--- config.mk ---
export PLATFORM = sky130hd
export DESIGN_NAME = handshake_tx_flat
export DESIGN_NICKNAME = d
export VERILOG_FILES = /design/src/rtl/handshake_tx_if.sv /design/src/rtl/handshake_tx.sv /design/src/flat_wrapper.sv
export SDC_FILE = /design/constraint.sdc
export NUM_CORES = 1
export LEC_CHECK = 0
export ABC_AREA = 1
export BUFFER_PORTS_ARGS = -buffer_cell sky130_fd_sc_hd__buf_4
export CORE_MARGIN = 8
export CORE_UTILIZATION = 50
export DETAILED_ROUTE_END_ITERATION = 12
export HOLD_SLACK_MARGIN = 0.05
export PLACE_DENSITY = 0.71
export SLEW_MARGIN = 20
export SYNTH_ARGS = -nofsm -noshare
export SYNTH_HDL_FRONTEND = slang
export SYNTH_SLANG_ARGS = --single-unit
--- constraint.sdc ---
create_clock -name clk -period 2.7 [get_ports clk]
set_clock_uncertainty 0.2 [all_clocks]
set_input_delay 0.675 -clock clk [delete_from_list [all_inputs] [get_ports clk]]
set_output_delay 0.675 -clock clk [all_outputs]
set_load 0.02 [all_outputs]
--- src/rtl/handshake_tx_if.sv ---
// Valid/ready word channel between the transmit buffer and a downstream receiver.
interface handshake_tx_if #(
    parameter int DW = 4
);
    logic          valid;
    logic          ready;
    logic [DW-1:0] data_out;

    modport master (output valid, output data_out, input ready);
    modport slave  (input valid, input data_out, output ready);
endinterface

--- src/rtl/handshake_tx.sv ---
// Source end of a valid/ready link: a first-word-fall-through buffer that holds the head
// word steady until accepted, with sticky overflow and receiver-stall flags.
module handshake_tx #(
    parameter int DW      = 4,
    parameter int DEPTH   = 4,
    parameter int TIMEOUT = 16
) (
    input  logic                     clk,
    input  logic                     rst_n,
    input  logic                     load,
    input  logic [DW-1:0]            load_data,
    output logic                     full,
    output logic [$clog2(DEPTH):0]   level,
    output logic                     ovf,
    output logic                     stall,
    input  logic                     clr,
    handshake_tx_if.master           hs
);
    localparam int AW = $clog2(DEPTH);
    localparam int CW = (TIMEOUT > 0) ? $clog2(TIMEOUT + 1) : 1;
    localparam logic [AW:0]   LVL_ONE  = (AW+1)'(1);
    localparam logic [AW:0]   LVL_FULL = (AW+1)'(DEPTH);
    localparam logic [CW-1:0] CNT_MAX  = CW'(TIMEOUT);
    localparam logic [CW-1:0] CNT_LAST = CW'(TIMEOUT - 1);

    logic [DW-1:0] mem [DEPTH];
    logic [AW-1:0] rd_ptr;
    logic [AW-1:0] wr_ptr;
    logic [AW:0]   level_q;
    logic [DW-1:0] data_q;
    logic [DW-1:0] data_nxt;
    logic [CW-1:0] wait_cnt;
    logic          ovf_q;
    logic          stall_q;
    logic          valid;
    logic          push;
    logic          pop;
    logic          waiting;
    logic          ovf_set;
    logic          stall_set;

    function automatic logic [CW-1:0] sat_inc(input logic [CW-1:0] v);
        if (v >= CNT_MAX) return CNT_MAX;
        return v + CW'(1);
    endfunction

    assign valid       = (level_q != '0);
    assign full        = (level_q == LVL_FULL);
    assign level       = level_q;
    assign ovf         = ovf_q;
    assign stall       = stall_q;
    assign hs.valid    = valid;
    assign hs.data_out = data_q;

    // A pop never frees space for a load on the same edge, so push looks only at full.
    assign push      = load && !full;
    assign pop       = valid && hs.ready;
    assign waiting   = valid && !hs.ready;
    assign ovf_set   = load && full;
    assign stall_set = (TIMEOUT > 0) && waiting && (wait_cnt == CNT_LAST);

    // Head register: takes the incoming word when it becomes the head, else the next entry.
    always_comb begin
        data_nxt = data_q;
        if (push && ((level_q == '0) || (pop && (level_q == LVL_ONE)))) begin
            data_nxt = load_data;
        end else if (pop && (level_q > LVL_ONE)) begin
            data_nxt = mem[rd_ptr + AW'(1)];
        end
    end

    always_ff @(posedge clk) begin
        if (push) begin
            mem[wr_ptr] <= load_data;
        end
    end

    always_ff @(posedge clk) begin
        if (!rst_n) begin
            rd_ptr   <= '0;
            wr_ptr   <= '0;
            level_q  <= '0;
            data_q   <= '0;
            wait_cnt <= '0;
            ovf_q    <= 1'b0;
            stall_q  <= 1'b0;
        end else begin
            data_q <= data_nxt;
            if (push) wr_ptr <= wr_ptr + AW'(1);
            if (pop)  rd_ptr <= rd_ptr + AW'(1);
            case ({push, pop})
                2'b10:   level_q <= level_q + LVL_ONE;
                2'b01:   level_q <= level_q - LVL_ONE;
                default: level_q <= level_q;
            endcase
            wait_cnt <= waiting ? sat_inc(wait_cnt) : '0;
            if (ovf_set)      ovf_q <= 1'b1;
            else if (clr)     ovf_q <= 1'b0;
            if (stall_set)    stall_q <= 1'b1;
            else if (clr)     stall_q <= 1'b0;
        end
    end
endmodule
--- src/flat_wrapper.sv ---
// flat-port wrapper written by rule: the top's interface ports become plain ports
module handshake_tx_flat 
#(
    parameter int DW      = 4,
    parameter int DEPTH   = 4,
    parameter int TIMEOUT = 16
)
  (clk, rst_n, load, load_data, full, level, ovf, stall, clr, hs_valid, hs_data_out, hs_ready);
  handshake_tx_if #(.DW(DW)) hs_i ();
  input  logic clk;
  input  logic rst_n;
  input  logic load;
  input  logic [DW-1:0] load_data;
  output logic full;
  output logic [$clog2(DEPTH):0] level;
  output logic ovf;
  output logic stall;
  input  logic clr;
  output wire logic [$bits(hs_i.valid)-1:0] hs_valid;
  output wire logic [$bits(hs_i.data_out)-1:0] hs_data_out;
  input wire logic [$bits(hs_i.ready)-1:0] hs_ready;
  assign hs_valid = hs_i.valid;
  assign hs_data_out = hs_i.data_out;
  assign hs_i.ready = hs_ready;
  handshake_tx #(.DW(DW), .DEPTH(DEPTH), .TIMEOUT(TIMEOUT)) u_core (.clk(clk), .rst_n(rst_n), .load(load), .load_data(load_data), .full(full), .level(level), .ovf(ovf), .stall(stall), .clr(clr), .hs(hs_i));
endmodule
==> results of run 1 <==
cells by family (layout without fill, tap and decap cells):
family | after synthesis | after routing | share of synthesized area, %
and+or+nand+nor | 96 | 96 | 25.2
DFF | 34 | 34 | 50.9
buffers and inverters | 31 | 55 | 7.65
AOI/OAI and AO/OA | 20 | 20 | 6.06
adders and majority gates | 12 | 12 | 9.09
xor gates and xnor gates | 2 | 2 | 1.06
critical path, stage by stage (launching register included):
cell	delay (ns)
dfxtp_1	0.39
inv_1	0.11
ha_1	0.26
nand2_2	0.11
inv_1	0.05
buf_4	0.15
synth_stat cells, drive strengths merged:
master / count / area [um^2]
inv: 28 / 105
ha: 12 / 150
a21oi: 10 / 50.1
edfxtp: 16 / 480
nand4: 2 / 12.5
nand3b: 4 / 30.0
nand3: 6 / 35.0
nor3b: 1 / 7.51
buf: 3 / 21.3
nor2: 22 / 82.6
xor2: 2 / 17.5
nand2: 61 / 249
dfxtp: 18 / 360
o21ai: 10 / 50.1
path summary, 6_finish.rpt:
check | start | slack (ns) | cells after the start | end
worst max-delay path | u_core.level[0]$_SDFFE_PN0P_ | 0.42 | 5 | full
worst min-delay path | u_core.ovf$_SDFFE_PN0P_ | 0.27 | 2 | u_core.ovf$_SDFFE_PN0P_
worst max register to register | u_core.level[0]$_SDFFE_PN0P_ | 0.57 | 8 | u_core.level[2]$_SDFFE_PN0P_
worst min register to register | u_core.ovf$_SDFFE_PN0P_ | 0.27 | 2 | u_core.ovf$_SDFFE_PN0P_
where the power goes:
part	switching, mW	internal (mW)
clock	0.158	0.159
sequential	0.0519	0.623
combinational	0.445	0.269
total	0.655	1.05
layer usage:
metal  part of all wire, %  global-route usage, %  vias to the layer above
li1                      -                      -                      659
met1                    48                   13.3                      508
met2                    44                   17.1                       21
met3                   5.2                   4.50                        5
met4                   2.2                   7.32                        0
met5                     0                      0                        -
final cells by class:
cell class / instances / area, um^2
Inverter: 28 / 105
Fill cell: 330 / 1360
Multi-Input combinational cell: 130 / 684
Timing Repair Buffer: 19 / 143
Tap cell: 46 / 57.6
Clock buffer: 8 / 70.1
Sequential cell: 34 / 841
state kept, by name, summed over array words and instances (netlist names):
signal,cells
u_core.hs.data_out,4
u_core.ovf,1
u_core.wr_ptr,2
u_core.mem,16
u_core.rd_ptr,2
u_core.wait_cnt,5
u_core.stall,1
u_core.level,3
==> flow_summary_export.csv, run 1 <==
group,metric,value,unit
timing,post-route-period-util,84.5,%
final_layout,final_cells,265,
placed_design,dp_hpwl,2130,um
drt,drc,0,
timing,final-setup-viol-count,0,
yosys,synthCells,195,
placed_design,dpl-instance-area,0.00183,mm^2
global_routing,grt_pass1_vias,1054,
final_layout,drive_gt1_share,16.0,%
power_and_ir_drop,leakage,0.886,nW
global_routing,grt_pass1_wl,4640,um
drt,ant_nets,0,
timing,hold_violations,0,
global_routing,grt_util_all_layers,11.5,%
power_and_ir_drop,ir_drop,0.530,mV
run_status,status,"finished clean",
final_layout,final_common_cell,"nand2_1",
worst_setup_path,critPathArrivalTime,1.41,ns
timing,worstMarginPinSlew,0.367,ns
clocking,ctsRootBufferMaster,"clkbuf_4",
drt,num_vias,1193,
global_routing,overflow,0,
worst_setup_path,crit_type,"register to primary output",
drt,firstDrtPassIters,5,
floorplanning,die_y,73.5,um
clocking,cts.sinks,34,
worst_setup_path,end_kind,"primary output",
clocking,cts_buffers,5,
yosys,syn_area,0.00165,mm^2
yosys,syn_area_per_cell,8.47,um^2
timing,holdWs,0.273,ns
global_routing,grt_max_degree,15,
floorplanning,die_w,73.5,um
worst_setup_path,worstPathRequired,1.82,ns
clocking,cts_buffer_depth,2,
yosys,ys_warn_count,0,
final_layout,nets,239,
flow_run,drv_cap,0,
yosys,syn_nets,216,
final_layout,finish.utilization,58.3,%
floorplanning,io_pins,20,
placed_design,gp_congestion,0.736,
timing,fmax,438,MHz
placed_design,dp_cells,257,
drt,drt-total-wl,2840,um
worst_setup_path,startpoint_type,"register",
floorplanning,core-area,0.00326,mm^2
yosys,synth_cell_types,19,
timing,slew_viol_final,0,
global_routing,antenna_found_initial,0,
power_and_ir_drop,p_per_area,898,mW/mm^2
hold_path,worst_hold_path_type,"register to register",
drt,wl_per_cell,10.7,um
power_and_ir_drop,p_total,1.71,mW
floorplanning,die_area,0.00540,mm^2
placed_design,pre_cts_slack,0.512,ns
clocking,postCtsSetupRepairBufs,0,
placed_design,numPortBuffers,19,
yosys,synth_seq_cells,34,
final_layout,syn_to_final_growth,15.1,%
timing,fin_ws,0.418,ns
drt,viasPerCell,4.50,
worst_setup_path,path_max_fanout,5,
timing,rsz0062_at_grt,"no",
final_layout,n_antenna_cell,0,
clocking,cts_hold_buf,0,
timing,setup_tns,0,ns
final_layout,final_cell_mix,"nand2_1, inv_1, nor2_1, buf_4, dfxtp_1",
floorplanning,num_rows,21,
yosys,ys_seq_area_share,50.9,%
drt,drtIter0Drc,61,
timing,period_minus_slack,2.28,ns
clocking,clkLatencyLatePin,0.33,ns
clocking,cts_tree,"built",
floorplanning,start_util,50.7,%
clocking,cts_max_level,2,
final_layout,final_area,0.00190,mm^2
timing,max-slew-margin-rel,75.5,%
clocking,post_cts_resized,0,
clocking,path_clk_slew,0.10,ns
No activity file was read; power rests on OpenSTA's default activity.
==> inputs of run 2 (changes only) <==
--- a/config.mk
+++ b/config.mk
@@ -5,7 +5,7 @@
 export SDC_FILE = /design/constraint.sdc
 export NUM_CORES = 1
 export LEC_CHECK = 0
-export ABC_AREA = 1
+export ABC_AREA = 0
 export BUFFER_PORTS_ARGS = -buffer_cell sky130_fd_sc_hd__buf_4
 export CORE_MARGIN = 8
 export CORE_UTILIZATION = 50
==> constraint.sdc (replaced) <==
create_clock -name clk -period 2.25 [get_ports clk]
set_clock_uncertainty 0.2 [all_clocks]
set_input_delay 0.5625 -clock clk [delete_from_list [all_inputs] [get_ports clk]]
set_output_delay 0.5625 -clock clk [all_outputs]
set_load 0.02 [all_outputs]
==> flow_summary_export.csv, run 2 <==
group,metric,value,unit
run_status,status,"finished clean",
worst_setup_path,r2r_end,"u_core.level[2]$_SDFFE_PN0P_",
timing,post-route-period-util,94.2,%
final_layout,largest_reg_flops,16,
clocking,cts_buffer_depth,2,
yosys,yosys-top-cells-count,"dfxtp_1, edfxtp_1, ha_1",
timing,holdWs,0.234,ns
clocking,clkLatencyLatePin,0.33,ns
drt,wl_per_cell,14.0,um
yosys,syn_nets,151,
hold_path,worst_hold_path_type,"input pin to register",
yosys,synthCells,130,
final_layout,drive_gt1_share,25.6,%
final_layout,nets,176,
drt,drt-total-wl,2790,um
worst_setup_path,crit_slowest_cell,"dfxtp_2",
worst_setup_path,crit_type,"register to primary output",
clocking,ctsRootBufferMaster,"clkbuf_4",
yosys,synth_top_family_by_area,"compound AO/OA/AOI/OAI gates",
timing,max-slew-margin-rel,77.6,%
yosys,synth_flop_cell,"dfxtp_1",
yosys,synth_fa_ha_area_share,9.58,%
worst_setup_path,crit_chain,"inv_1 > ha_4 > and2_1 > buf_4",
global_routing,overflow,0,
yosys,ys_warn_count,0,
yosys,yosysTopAreaCellShare,30.6,%
timing,period_minus_slack,2.12,ns
worst_setup_path,worstPathRequired,1.49,ns
yosys,synthMuxAreaShare,6.38,%
floorplanning,die_area,0.00518,mm^2
yosys,synthTopCellsByArea,"edfxtp_1, dfxtp_1, ha_1, mux4_2, and2_1",
final_layout,n_antenna_cell,0,
worst_setup_path,r2r_cells,7,
final_layout,fillers,255,
yosys,ys_seq_area_share,53.6,%
clocking,cts_max_level,2,
timing,worstMarginPinSlew,0.335,ns
floorplanning,die_y,72.0,um
hold_path,hold_end,"u_core.mem[2][0]$_DFFE_PP_",
timing,slew_viol_final,0,
yosys,synth.largest_area_cell,"edfxtp_1",
yosys,synth_edf_count,16,
yosys,synth_most_common_cell,"dfxtp_1",
final_layout,regMostFlops,"u_core.mem",
yosys,synth_xor_area_share,3.91,%
yosys,syn_area_per_cell,12.1,um^2
timing,rsz0062_at_grt,"no",
timing,hold_violations,0,
placed_design,numPortBuffers,19,
timing,setup_tns,0,ns
worst_setup_path,end_kind,"primary output",
yosys,async_flop_share,0,%
worst_setup_path,critPathArrivalTime,1.36,ns
timing,fmax,472,MHz
floorplanning,io_pins,20,
final_layout,syn_to_final_growth,19.7,%
yosys,synth_compound_area_share,11.1,%
global_routing,grt_pass1_vias,1040,
drt,viasPerCell,5.06,
timing,final-setup-viol-count,0,
placed_design,dp_cells,192,
yosys,synth_seq_cells,34,
power_and_ir_drop,leakage,0.713,nW
flow_run,drv_cap,0,
hold_path,min_from,"load_data[0]",
power_and_ir_drop,ir_drop,0.728,mV
worst_setup_path,startpoint_type,"register",
final_layout,final_cell_mix,"buf_4, dfxtp_1, edfxtp_1, inv_1, ha_1",
hold_path,holdPathStages,1,
yosys,yosys.area_share.simple,11.1,%
global_routing,antenna_found_initial,0,
drt,firstDrtPassIters,4,
global_routing,grt_pass1_wl,4780,um
global_routing,grt_max_degree,16,
floorplanning,die_w,72.0,um
drt,num_vias,1011,
final_layout,final_common_cell,"buf_4",
floorplanning,core-area,0.00303,mm^2
clocking,cts.sinks,34,
yosys,synth_cell_types,31,
placed_design,gp_congestion,0.748,
clocking,cts_buffers,5,
power_and_ir_drop,p_per_area,1180,mW/mm^2
floorplanning,start_util,51.8,%
yosys,syn_area,0.00157,mm^2
final_layout,final_cells,200,
clocking,path_clk_slew,0.10,ns
clocking,cts_tree,"built",
worst_setup_path,r2r_setup_slack,0.22,ns
placed_design,dp_hpwl,2150,um
drt,ant_nets,0,
global_routing,grt_util_all_layers,12.0,%
floorplanning,num_rows,20,
drt,drc,0,
drt,drtIter0Drc,28,
worst_setup_path,rr_startpoint,"u_core.level[0]$_SDFFE_PN0P_",
placed_design,dpl-instance-area,0.00176,mm^2
final_layout,final_area,0.00188,mm^2
worst_setup_path,path_max_fanout,7,
worst_setup_path,worst_path_largest_cell_delay,0.40,ns
run 2: routing by layer:
metal / up-vias / share of wire, % / track usage, % / wire length (um)
met1: 478 / 43 / 12.3 / 1190
met5: - / 0 / 0 / 0
met2: 19 / 52 / 21.4 / 1450
met4: 0 / 1.3 / 4.54 / 35
met3: 5 / 4.1 / 4.82 / 113
li1: 509 / - / - / -
run 2: power breakdown:
group,internal (mW),switching [mW]
combinational,0.382,0.454
clock,0.342,0.199
sequential,0.753,0.0934
run 2: worst max path at each step:
stage / to / slack (ns) / start
4_1_cts: hs_valid / 0.02 / u_core.level[1]$_SDFFE_PN0P_
6_report: full / 0.13 / u_core.level[0]$_SDFFE_PN0P_
5_1_grt: full / 0.04 / u_core.level[0]$_SDFFE_PN0P_
3_3_place_gp: u_core.level[2]$_SDFFE_PN0P_ / 0.18 / u_core.level[0]$_SDFFE_PN0P_
3_5_place_dp: u_core.level[2]$_SDFFE_PN0P_ / 0.10 / u_core.level[0]$_SDFFE_PN0P_
2_1_floorplan: u_core.level[2]$_SDFFE_PN0P_ / 0.07 / u_core.level[0]$_SDFFE_PN0P_
run 2: cell families (layout without fill, tap and decap cells):
| logic type | count (synthesis) | in the layout |
|---|---|---|
| flip-flops | 34 | 34 |
| adder cells (fa/ha/maj) | 12 | 12 |
| multiplexers | 5 | 5 |
| AO/OA/AOI/OAI | 24 | 24 |
| XOR/XNOR | 7 | 7 |
| buffers and inverters | 15 | 41 |
| AND/OR/NAND/NOR | 33 | 33 |
run 2: timing repair:
item / CTS / global route
hold buffers: 0 / 0
buffers inserted: 0 / 0
endpoints found under the setup margin: 2 / 2
gates resized for setup: 1 / 2
run 2: area by class of cell:
cell class | count | area, um^2 | share of cell area (%)
multi-input combinational | 81 | 674 | 35.9
inverter | 12 | 45.0 | 2.40
timing repair buffer | 21 | 158 | 8.40
sequential | 34 | 843 | 44.9
clock inverter | 3 | 63.8 | 3.40
clock buffer | 5 | 37.5 | 2.00
tap | 44 | 55.1 | 2.93
run 2: worst max-delay path, delay by kind of cell (launching register included):
family	cells	cell delay, ns
buffers and inverters	2	0.25
AND/OR/NAND/NOR	1	0.17
flip-flops	1	0.40
adder cells (fa/ha/maj)	1	0.21
run 2: per-stage QoR:
| step | setup WS (ns) | total power [mW] | utilization (%) |
|---|---|---|---|
| floorplan | 0.0671 | 1.43 | - |
| global placement | 0.182 | 1.63 | 58.1 |
| detailed placement | 0.103 | 1.66 | 58.1 |
| CTS | 0.0208 | 2.21 | 61.6 |
| global route | 0.0450 | 2.37 | 62.0 |
| finish | 0.131 | 2.22 | 62.0 |
==> inputs of run 3 (changes only) <==
--- a/config.mk
+++ b/config.mk
@@ -11,7 +11,7 @@
 export CORE_UTILIZATION = 50
 export DETAILED_ROUTE_END_ITERATION = 12
 export HOLD_SLACK_MARGIN = 0.05
-export PLACE_DENSITY = 0.71
+export PLACE_DENSITY = 0.7
 export SLEW_MARGIN = 20
 export SYNTH_ARGS = -nofsm -noshare
 export SYNTH_HDL_FRONTEND = slang
==> flow_summary_export.csv, run 3 (synthesis gave the netlist of run 2 again) <==
group,metric,value,unit
run_status,status,"finished clean",
drt,wl_per_cell,13.9,um
drt,drtIter0Drc,34,
drt,drt-total-wl,2780,um
timing,post-route-period-util,95.3,%
timing,setup_tns,0,ns
drt,met2_wirelength,1330,um
drt,wl_met3,146,um
worst_setup_path,path_max_fanout,7,
global_routing,grt_pass1_wl,4520,um
power_and_ir_drop,ir_drop,0.906,mV
drt,wirelength_met1,1220,um
placed_design,dp_hpwl,2120,um
drt,num_vias,984,
clocking,cts_buffer_depth,2,
power_and_ir_drop,p_seq_share,42.0,%
final_layout,syn_to_final_growth,16.9,%
final_layout,final_cell_mix,"buf_4, dfxtp_1, edfxtp_1, inv_1, ha_1",
timing,worstMarginPinSlew,0.349,ns
power_and_ir_drop,p_int,1.28,mW
timing,fin_ws,0.106,ns
clocking,cts_buffers,5,
final_layout,drive_gt1_share,25.0,%
timing,fmax,466,MHz
global_routing,grt_util_all_layers,11.6,%
final_layout,nets,176,
floorplanning,num_rows,20,
clocking,cts.sinks,34,
clocking,clkLatencyLatePin,0.33,ns
power_and_ir_drop,switching_share,36.5,%
global_routing,overflow,0,
worst_setup_path,end_kind,"primary output",
final_layout,regMostFlops,"u_core.mem",
power_and_ir_drop,leakage,0.696,nW
floorplanning,die_w,72.0,um
worst_setup_path,startpoint_type,"register",
final_layout,n_antenna_cell,0,
placed_design,dpl-instance-area,0.00176,mm^2
timing,period_minus_slack,2.14,ns
final_layout,final_area,0.00183,mm^2
global_routing,antenna_found_initial,0,
power_and_ir_drop,p_total,2.02,mW
power_and_ir_drop,p_clk_share,16.9,%
power_and_ir_drop,switchingPower,0.738,mW
timing,max-slew-margin-rel,76.7,%
timing,holdWs,0.246,ns
floorplanning,die_y,72.0,um
floorplanning,die_area,0.00518,mm^2
final_layout,largest_reg_flops,16,
floorplanning,start_util,51.8,%
global_routing,grt_pass1_vias,991,
clocking,path_clk_slew,0.10,ns
placed_design,gp_congestion,0.775,
placed_design,pre_cts_slack,0.0904,ns
placed_design,numPortBuffers,19,
timing,hold_violations,0,
power_and_ir_drop,pwr-share-comb,41.1,%
floorplanning,core-area,0.00303,mm^2
worst_setup_path,worstPathRequired,1.49,ns
drt,drc,0,
clocking,cts_max_level,2,
clocking,cts_tree,"built",
floorplanning,io_pins,20,
hold_path,worst_hold_path_type,"input pin to register",
timing,rsz0062_at_grt,"no",
power_and_ir_drop,p_per_area,1100,mW/mm^2
drt,viasPerCell,4.92,
timing,slew_viol_final,0,
global_routing,grt_max_degree,16,
final_layout,final_common_cell,"buf_4",
drt,firstDrtPassIters,4,
final_layout,fillers,259,
drt,top_layer,"met4",
worst_setup_path,crit_type,"register to primary output",
worst_setup_path,critPathArrivalTime,1.38,ns
drt,ant_nets,0,
timing,final-setup-viol-count,0,
clocking,ctsRootBufferMaster,"clkbuf_4",
flow_run,drv_cap,0,
## run 3: worst max-delay path, cell delays in order, from the launching register on
cell and delay (ns):
dfxtp_2 0.40, inv_1 0.10, ha_4 0.21, nand2b_1 0.17, buf_4 0.18
## run 3: layer usage
metal,up-vias,global-route usage [%]
met5,-,0
met4,0,8.16
met3,7,3.86
met2,17,18.7
met1,457,12.5
li1,503,-
## run 3: area by class of cell
class	instances	area (um^2)	share of cell area (%)
flip-flops and latches	34	843	46.0
multi-input cells	81	672	36.7
repair buffers	21	158	8.60
clock buffers	7	55.1	3.00
well taps	44	55.1	3.00
inverters	12	45.0	2.46
clock inverters	1	5.00	0.273
## run 3: final timing paths
check	startpoint	endpoint	slack, ns	cells past startpoint
max reg2reg	u_core.level[0]$_SDFFE_PN0P_	u_core.level[2]$_SDFFE_PN0P_	0.22	7
min reg2reg	u_core.ovf$_SDFFE_PN0P_	u_core.ovf$_SDFFE_PN0P_	0.27	2
max	u_core.level[0]$_SDFFE_PN0P_	hs_valid	0.11	4
min	load_data[3]	u_core.mem[2][3]$_DFFE_PP_	0.25	1
## run 3: per-stage QoR
step           utilization (%)  instances
6_report                  60.5        200
5_1_grt                   60.5        200
4_1_cts                   60.2        200
3_5_place_dp              58.1        192
3_3_place_gp              58.1        192
2_1_floorplan                -        130
## run 3: timing repair
action	in CTS	in global routing
gates resized for setup	1	1
endpoints found under the setup margin	2	2
setup buffers	0	0
hold buffers	0	0
## run 3: power groups by stage
| stage | Clock, mW | Sequential, mW | Combinational [mW] |
|---|---|---|---|
| after CTS | 0.351 | 0.850 | 0.811 |
| final | 0.341 | 0.849 | 0.832 |
| after detailed placement | 0 | 0.865 | 0.798 |
| after global routing | 0.372 | 0.863 | 0.919 |
| after global placement | 0 | 0.854 | 0.784 |
| after floorplan | 0 | 0.899 | 0.527 |
